**src/rtl/imem_boot_ctrl.sv**
```systemverilog
// imem_boot_ctrl: boot loader that packs a byte stream into 32-bit words and writes them to IMem
//
// Receives bytes over a valid/ready handshake, assembles them big-endian into
// words and writes each word to the IF-stage instruction memory at consecutive
// word-aligned byte addresses. The CPU is held in reset for the whole load.
//
// Optional feature: define IMEM_BOOT_CKSUM_EN to require a trailing 32-bit
// checksum (sum of all written words, mod 2^32) after the last word.
//
// Ports
//   CLK, RST    clock (rising edge), synchronous active-high reset
//   start       1-cycle load request, sampled in IDLE only
//   len         number of words to load, sampled with start
//   rx_data     stream byte
//   rx_valid    rx_data valid
//   rx_ready    byte accepted this cycle
//   imem_we     IMem write enable
//   imem_addr   word-aligned byte address of the write
//   imem_wdata  write word
//   cpu_hold    holds the CPU/PC in reset
//   busy        a load is in progress
//   done        1-cycle pulse at end of load
//   err         1-cycle pulse with done on failure
module imem_boot_ctrl #(
   parameter int IMEM_SIZE = 256,
   parameter int ADDR_W    = 8
) (
   input  logic              CLK,
   input  logic              RST,
   input  logic              start,
   input  logic [ADDR_W:0]   len,
   input  logic [7:0]        rx_data,
   input  logic              rx_valid,
   output logic              rx_ready,
   output logic              imem_we,
   output logic [31:0]       imem_addr,
   output logic [31:0]       imem_wdata,
   output logic              cpu_hold,
   output logic              busy,
   output logic              done,
   output logic              err
);
`ifdef IMEM_BOOT_CKSUM_EN
   typedef enum logic [2:0] {IDLE, RECV, WRITE, CHECK, FIN} state_t;
`else
   typedef enum logic [1:0] {IDLE, RECV, WRITE, FIN} state_t;
`endif
   localparam logic [ADDR_W:0] SIZE_L = IMEM_SIZE[ADDR_W:0];
   state_t            state_q, state_d;
   logic [ADDR_W:0]   len_q, len_d, cnt_q, cnt_d;
   logic [1:0]        bidx_q, bidx_d;
   logic [31:0]       word_q, word_d;
   logic              busy_q, busy_d, hold_q, hold_d, err_q, err_d;
`ifdef IMEM_BOOT_CKSUM_EN
   logic [31:0]       sum_q, sum_d;
`endif
   assign busy     = busy_q;
   assign cpu_hold = hold_q;
   always_ff @(posedge CLK) begin
      if (RST) begin
         state_q <= IDLE;
         len_q   <= '0;
         cnt_q   <= '0;
         bidx_q  <= '0;
         word_q  <= '0;
         busy_q  <= 1'b0;
         hold_q  <= 1'b0;
         err_q   <= 1'b0;
`ifdef IMEM_BOOT_CKSUM_EN
         sum_q   <= '0;
`endif
      end else begin
         state_q <= state_d;
         len_q   <= len_d;
         cnt_q   <= cnt_d;
         bidx_q  <= bidx_d;
         word_q  <= word_d;
         busy_q  <= busy_d;
         hold_q  <= hold_d;
         err_q   <= err_d;
`ifdef IMEM_BOOT_CKSUM_EN
         sum_q   <= sum_d;
`endif
      end
   end
   always_comb begin
      state_d    = state_q;
      len_d      = len_q;
      cnt_d      = cnt_q;
      bidx_d     = bidx_q;
      word_d     = word_q;
      busy_d     = busy_q;
      hold_d     = hold_q;
      err_d      = err_q;
`ifdef IMEM_BOOT_CKSUM_EN
      sum_d      = sum_q;
`endif
      rx_ready   = 1'b0;
      imem_we    = 1'b0;
      imem_addr  = '0;
      imem_wdata = '0;
      done       = 1'b0;
      err        = 1'b0;
      case (state_q)
         IDLE: if (start) begin
            busy_d  = 1'b1;
            hold_d  = 1'b1;
            len_d   = len;
            cnt_d   = '0;
            bidx_d  = '0;
            word_d  = '0;
            err_d   = len > SIZE_L;
`ifdef IMEM_BOOT_CKSUM_EN
            sum_d   = '0;
`endif
            state_d = (len == '0 || len > SIZE_L) ? FIN : RECV;
         end
         RECV: begin
            rx_ready = 1'b1;
            if (rx_valid) begin
               // shifting left puts the first byte of the word in [31:24]
               word_d  = {word_q[23:0], rx_data};
               bidx_d  = bidx_q + 2'd1;
               state_d = (bidx_q == 2'd3) ? WRITE : RECV;
            end
         end
         WRITE: begin
            imem_we    = 1'b1;
            imem_addr  = {{(30-ADDR_W){1'b0}}, cnt_q[ADDR_W-1:0], 2'b00};
            imem_wdata = word_q;
            cnt_d      = cnt_q + 1'b1;
`ifdef IMEM_BOOT_CKSUM_EN
            sum_d      = sum_q + word_q;
            state_d    = (cnt_q + 1'b1 == len_q) ? CHECK : RECV;
`else
            state_d    = (cnt_q + 1'b1 == len_q) ? FIN : RECV;
`endif
         end
`ifdef IMEM_BOOT_CKSUM_EN
         CHECK: begin
            rx_ready = 1'b1;
            if (rx_valid) begin
               word_d = {word_q[23:0], rx_data};
               bidx_d = bidx_q + 2'd1;
               if (bidx_q == 2'd3) begin
                  err_d   = {word_q[23:0], rx_data} != sum_q;
                  state_d = FIN;
               end
            end
         end
`endif
         FIN: begin
            done    = 1'b1;
            err     = err_q;
            busy_d  = 1'b0;
            // a failed load keeps the CPU parked until a good load or RST
            hold_d  = err_q;
            state_d = IDLE;
         end
         default: state_d = IDLE;
      endcase
   end
endmodule

```
**config.mk**
```make
export PLATFORM = sky130hd
export DESIGN_NAME = imem_boot_ctrl
export DESIGN_NICKNAME = d
export VERILOG_FILES = /design/src/rtl/imem_boot_ctrl.sv
export SDC_FILE = /design/constraint.sdc
export NUM_CORES = 1
export LEC_CHECK = 0
export BUFFER_PORTS_ARGS = -buffer_cell sky130_fd_sc_hd__clkbuf_2
export CELL_PAD_IN_SITES_DETAIL_PLACEMENT = 0
export CELL_PAD_IN_SITES_GLOBAL_PLACEMENT = 1
export CORE_UTILIZATION = 39
export DETAILED_ROUTE_END_ITERATION = 6
export PLACE_DENSITY_LB_ADDON = 0.1
export SYNTH_ARGS = -nofsm -noshare
export SYNTH_HDL_FRONTEND = slang
export SYNTH_SLANG_ARGS = --single-unit
```
**constraint.sdc**
```tcl
create_clock -name CLK -period 3.3 [get_ports CLK]
set_input_delay 0 -clock CLK [delete_from_list [all_inputs] [get_ports CLK]]
set_output_delay 0 -clock CLK [all_outputs]
set_load 0.01 [all_outputs]
```
==> out/metrics.cfg, run 1 <==
[run_status]
status = finished, final reports clean

[setup_path]
arrival_ns = 2.50
crit_path_end_kind = register
reg2reg_depth = 5
r2r_slack_ns = 1.06
crit_path_max_incr_delay_ns = 0.54
crit_required_ns = 3.55
cp_common_cell = nor2_1
path_cells = nand2b_1, inv_2, nor2_1, nor2_1, a211oi_1
worstSetupStartpointType = register
crit_type = reg -> reg
crit_slowest_cell = nor2_1
crit_fanout = 49
r2r-start = state_q[0]
r2r_end = cnt_q[2]

[hold_path]
hold_depth = 4
min_to = state_q[0]
hp-start = rx_valid
hold_class = in -> reg

[synthesis]
synth_area_um2 = 2990
synthFlopType = dfxtp_1
ys_warn_count = 0
synthXorXnorAreaFrac_pct = 2.63
synth_edf_count = 0
synthCells = 394
synth-seq-cells = 57
synth_top_family_by_area = simple AND/OR/NAND/NOR gates
synth_area_per_cell_um2 = 7.60
synthAdderAreaFrac_pct = 1.25
synth-simple-area-share_pct = 31.0
muxShareOfSynthArea_pct = 0
ys_seq_area_share_pct = 38.1
synth_compound_area_share_pct = 15.7
ys_types = 43
async_flop_share_pct = 0

[place]
dp_cells = 532
placed_cell_area_um2 = 3250
place_congestion = 0.825
dp_hpwl_um = 4680
portBuffers = 66

[cts]
cts_tree = built
cts_root_buf = clkbuf_8
clockBufferDepth = 2
cts.sinks = 57
clk_latency_ns = 0.33
cts_resized = 0
cts_made_buffers = 9
clk_pin_slew_worst_paths_ns = 0.07
htree_levels = 3

[final_layout]
layout_common_cells = 66 x clkbuf_2, 64 x nand2_1, 60 x a21oi_1
final_common_cell = clkbuf_2
nets = 485
diodes = 0
final_area_um2 = 3600
final_cells = 565
drive_above_1_share_pct = 20.4
syn2layout_area_growth_pct = 20.2
fillers = 775

[pwr]
p_per_area_nw_per_um2 = 415
share_seq_of_total_power_pct = 48.6
vdd_drop_max_uv = 246
clkPwrFrac_pct = 38.2
comb_power_share_pct = 13.2
p_leak_nw = 1.46
switching_share_pct = 28.7
power_switching_w = 0.000428
p_int_w = 0.00106

[die]
rows = 31
core_um2 = 7330
die_area_um2 = 8030
fp.dieH_um = 89.6
fp.dieW_um = 89.6
ios = 91
initial_core_util_pct = 40.8

[sta]
rsz0062_at_grt = false
max_freq_mhz = 446
period_needed_ns = 2.24
maxSlewHeadroom_pct = 58.0
slew_violations = 0
fin_setup_tns_ns = 0
tightest_slew_ns = 0.629
finalHoldViolations = 0
fin_skew_ns = 0.0100
finalCritPeriodShare_pct = 68.0
setup_viol = 0

[global_routing]
grt_max_degree = 50
grt_pass1_wl_um = 11500
antenna_found_initial = 0
grt_use_total_pct = 19.2
grt_pass1_vias = 2309
grt-ovfl-total = 0

[routing]
drtPass1Iterations = 6
wl_per_cell_um = 12.7
ant_nets = 0
dr_total_vias = 2758
wirelength_um = 7190
drt_iter0_markers = 176
remaining_drc_errors = 0
drt-vias-per-instance = 4.88

[flow_run]
drv_cap = 0

[state kept, by name (all words and copies together) (netlist names)]
| register | flops |
|---|---|
| busy | 1 |
| len_q | 9 |
| err_q | 1 |
| cpu_hold | 1 |
| bidx_q | 2 |
| state_q | 2 |
| word_q | 32 |
| cnt_q | 9 |
[per-layer routing]
metal,vias to the layer above,global-route usage [%],wire length (um)
met5,-,0,0
met4,0,7.36,59
met3,4,4.20,324
met2,81,27.0,3110
met1,1251,28.3,3700
li1,1422,-,-
[what timing repair did]
action,CTS,global route
hold buffers,17,0
setup buffers,0,0
endpoints found under the hold margin,17,0
endpoints found under the setup margin,0,0
[power by group through the flow]
stage	Sequential [W]	Combinational (W)	Clock [W]
floorplan	0.000735	0.000152	0
global placement	0.000739	0.000179	0
detailed placement	0.000740	0.000181	0
CTS	0.000724	0.000197	0.000593
global route	0.000727	0.000222	0.000622
finish	0.000725	0.000196	0.000570
[logic make-up (layout without fill, tap and decap cells)]
kind of cell / count (synthesis) / count (layout)
compound gates: 82 / 82
flops: 57 / 57
xor+xnor: 9 / 9
simple gates: 183 / 183
other cells: 1 / 24
fa+ha+maj: 3 / 3
buf+inv: 59 / 108
[critical path, delay by kind of cell (launching register included)]
kind | cells | cell delay [ns]
AOI/OAI and AO/OA | 1 | 0.22
buffers and inverters | 1 | 0.40
DFF | 1 | 0.44
and+or+nand+nor | 3 | 1.09
[area by class of cell]
type / count / area (um2) / share of cell area, %
clock buffer: 11 / 141 / 3.93
tap: 99 / 124 / 3.44
clock inverter: 5 / 31.3 / 0.870
timing repair buffer: 88 / 538 / 15.0
sequential: 57 / 1140 / 31.7
inverter: 4 / 15.0 / 0.418
multi-input combinational: 301 / 1610 / 44.6
[synth_stat cells, types with 2 or more instances]
library cell,count,area share [%]
or3_1,3,0.63
nor3_1,4,0.67
xnor2_1,9,2.6
and3_1,2,0.42
nor2_1,16,2.0
a211oi_1,2,0.50
a21oi_1,60,10
inv_1,3,0.38
nor4_1,5,1.0
ha_1,3,1.3
buf_2,7,1.2
buf_1,6,0.75
a21o_1,4,1.0
and2_1,39,8.2
dfxtp_1,57,38
nand4_1,3,0.63
nand2_1,64,8.0
o21ai_0,6,1.0
nand3_1,38,6.4
buf_4,26,6.5
clkbuf_1,15,1.9
[how the worst max path moves through the flow]
stage | from | cells after the start | end | slack (ns)
3_5_place_dp | state_q[0] | 5 | cnt_q[2] | 1.05
5_1_grt | state_q[0] | 5 | cnt_q[7] | 0.78
2_1_floorplan | cnt_q[1] | 6 | state_q[1] | 1.69
3_3_place_gp | state_q[0] | 5 | cnt_q[2] | 1.14
6_report | state_q[0] | 5 | cnt_q[2] | 1.06
4_1_cts | state_q[0] | 5 | cnt_q[2] | 1.04
[stage by stage]
stage	util (%)	hold WS, ns	total power, W	setup WS (ns)
finish	49.1	0.0277	0.00149	1.06
global route	49.1	0.0498	0.00157	0.785
CTS	49.1	0.00394	0.00151	1.04
detailed placement	44.4	0.242	0.000920	1.05
global placement	44.4	0.241	0.000918	1.14
floorplan	-	0.136	0.000887	1.69
Power figures use the tool's default switching activity.
==> inputs of run 2 (changes only) <==
- CORE_UTILIZATION: 39 -> 36
- clock period: 3.3 -> 2.3 ns (I/O delays scaled with it)
==> run 2 against run 1 <==
Global-route usage down 0.77 points. Design area rose by 1.4%. Highest routed layer unchanged. Sequential cell count is the same. Critical path type unchanged. Setup slack lost 0.74 ns. Total power grew 45%.
==> out/metrics.cfg, run 2 (synthesized netlist as in run 1, its figures left out) <==
[run_status]
status = finished, final reports clean

[place]
portBuffers = 66
placed_cell_area_um2 = 3300
place_congestion = 0.858
dp_hpwl_um = 5010
pre_cts_ws_ns = 0.344

[final_layout]
final_area_um2 = 3640
final_common_cell = clkbuf_2
drive_above_1_share_pct = 21.4
syn2layout_area_growth_pct = 21.8
layout_common_cells = 66 x clkbuf_2, 64 x nand2_1, 60 x a21oi_1
largest_reg_flops = 32
top_register = word_q
diodes = 0
nets = 491
reg_top3 = word_q: 32 flops, cnt_q: 9 flops, len_q: 9 flops
fillers = 853

[routing]
drtPass1Iterations = 4
remaining_drc_errors = 0
drt_iter0_markers = 95
wirelength_um = 7530
ant_nets = 0
drt-vias-per-instance = 4.87
dr_total_vias = 2793
wl_per_cell_um = 13.1

[setup_path]
crit_fanout = 12
r2r_slack_ns = 0.31
arrival_ns = 2.22
crit_required_ns = 2.53
crit_path_end_kind = register
reg2reg_depth = 5
worstSetupStartpointType = register
crit_type = reg -> reg

[global_routing]
grt_pass1_vias = 2558
grt_use_total_pct = 18.4
grt-ovfl-total = 0
grt_max_degree = 35
grt_pass1_wl_um = 12500
antenna_found_initial = 0

[sta]
period_needed_ns = 1.99
finalCritPeriodShare_pct = 86.5
setup_viol = 0
rsz0062_at_grt = false
slew_violations = 0
max_freq_mhz = 503
hold_ws_ns = 0.0345
finalHoldViolations = 0
fin_ws_ns = 0.311
fin_skew_ns = 0.00782
tightest_slew_ns = 0.738
fin_setup_tns_ns = 0
maxSlewHeadroom_pct = 50.8

[cts]
cts_tree = built
cts_made_buffers = 9
cts_resized = 0
clk_pin_slew_worst_paths_ns = 0.06
clk_latency_ns = 0.34
cts_root_buf = clkbuf_8
htree_levels = 3
cts_setup_buffers = 0
clockBufferDepth = 2
cts.sinks = 57

[pwr]
p_int_w = 0.00153
p_per_area_nw_per_um2 = 593
vdd_drop_max_uv = 234
power_switching_w = 0.000627
comb_power_share_pct = 13.9
share_seq_of_total_power_pct = 48.1
clkPwrFrac_pct = 38.0
p_leak_nw = 1.49
switching_share_pct = 29.0

[flow_run]
drv_cap = 0

[hold_path]
hold_class = in -> reg
hold_depth = 4

[die]
fp.dieH_um = 93.2
initial_core_util_pct = 37.9
die_area_um2 = 8680
ios = 91
rows = 32
fp.dieW_um = 93.2
core_um2 = 7890

run 2: per-stage QoR:
step / util (%) / power [W] / instances
after floorplan: - / 0.00127 / 417
after detailed placement: 41.9 / 0.00134 / 541
after CTS: 46.2 / 0.00220 / 574
after global routing: 46.2 / 0.00229 / 574
final: 46.2 / 0.00216 / 574
after global placement: 41.9 / 0.00134 / 541
run 2: final cells by class:
class / count / area, um2 / share of cell area, %
multi-input combinational: 301 / 1610 / 44.0
sequential: 57 / 1140 / 31.3
timing repair buffer: 94 / 583 / 16.0
clock buffer: 11 / 141 / 3.88
tap: 102 / 128 / 3.50
clock inverter: 5 / 31.3 / 0.858
inverter: 4 / 15.0 / 0.412
run 2: final timing paths:
kind | from | to
min | rx_valid | state_q[0]
max reg2reg | cnt_q[0] | state_q[1]
max | cnt_q[0] | state_q[1]
min reg2reg | word_q[29] | word_q[29]
run 2: timing repair:
action	in CTS	in global routing
hold buffers	17	0
endpoints found under the hold margin	17	0
setup endpoints to repair	0	0
run 2: metal layers:
layer / GRT usage [%] / routed length (um)
met1: 25.6 / 3700
met2: 27.6 / 3420
met3: 3.66 / 318
met4: 7.69 / 87
met5: 0 / 0
run 2: worst max-delay path, cell delays in order, from the launching register on:
cell	delay, ns
dfxtp_1	0.52
ha_1	0.52
nand4_2	0.20
a211oi_2	0.22
a21oi_1	0.08
o41ai_2	0.35
run 2: power groups by stage:
| stage | sequential [W] | clock (W) | combinational [W] |
|---|---|---|---|
| after detailed placement | 0.00106 | 0 | 0.000277 |
| final | 0.00104 | 0.000822 | 0.000300 |
| after global placement | 0.00106 | 0 | 0.000277 |
| after floorplan | 0.00105 | 0 | 0.000218 |
| after CTS | 0.00104 | 0.000861 | 0.000300 |
| after global routing | 0.00104 | 0.000917 | 0.000332 |
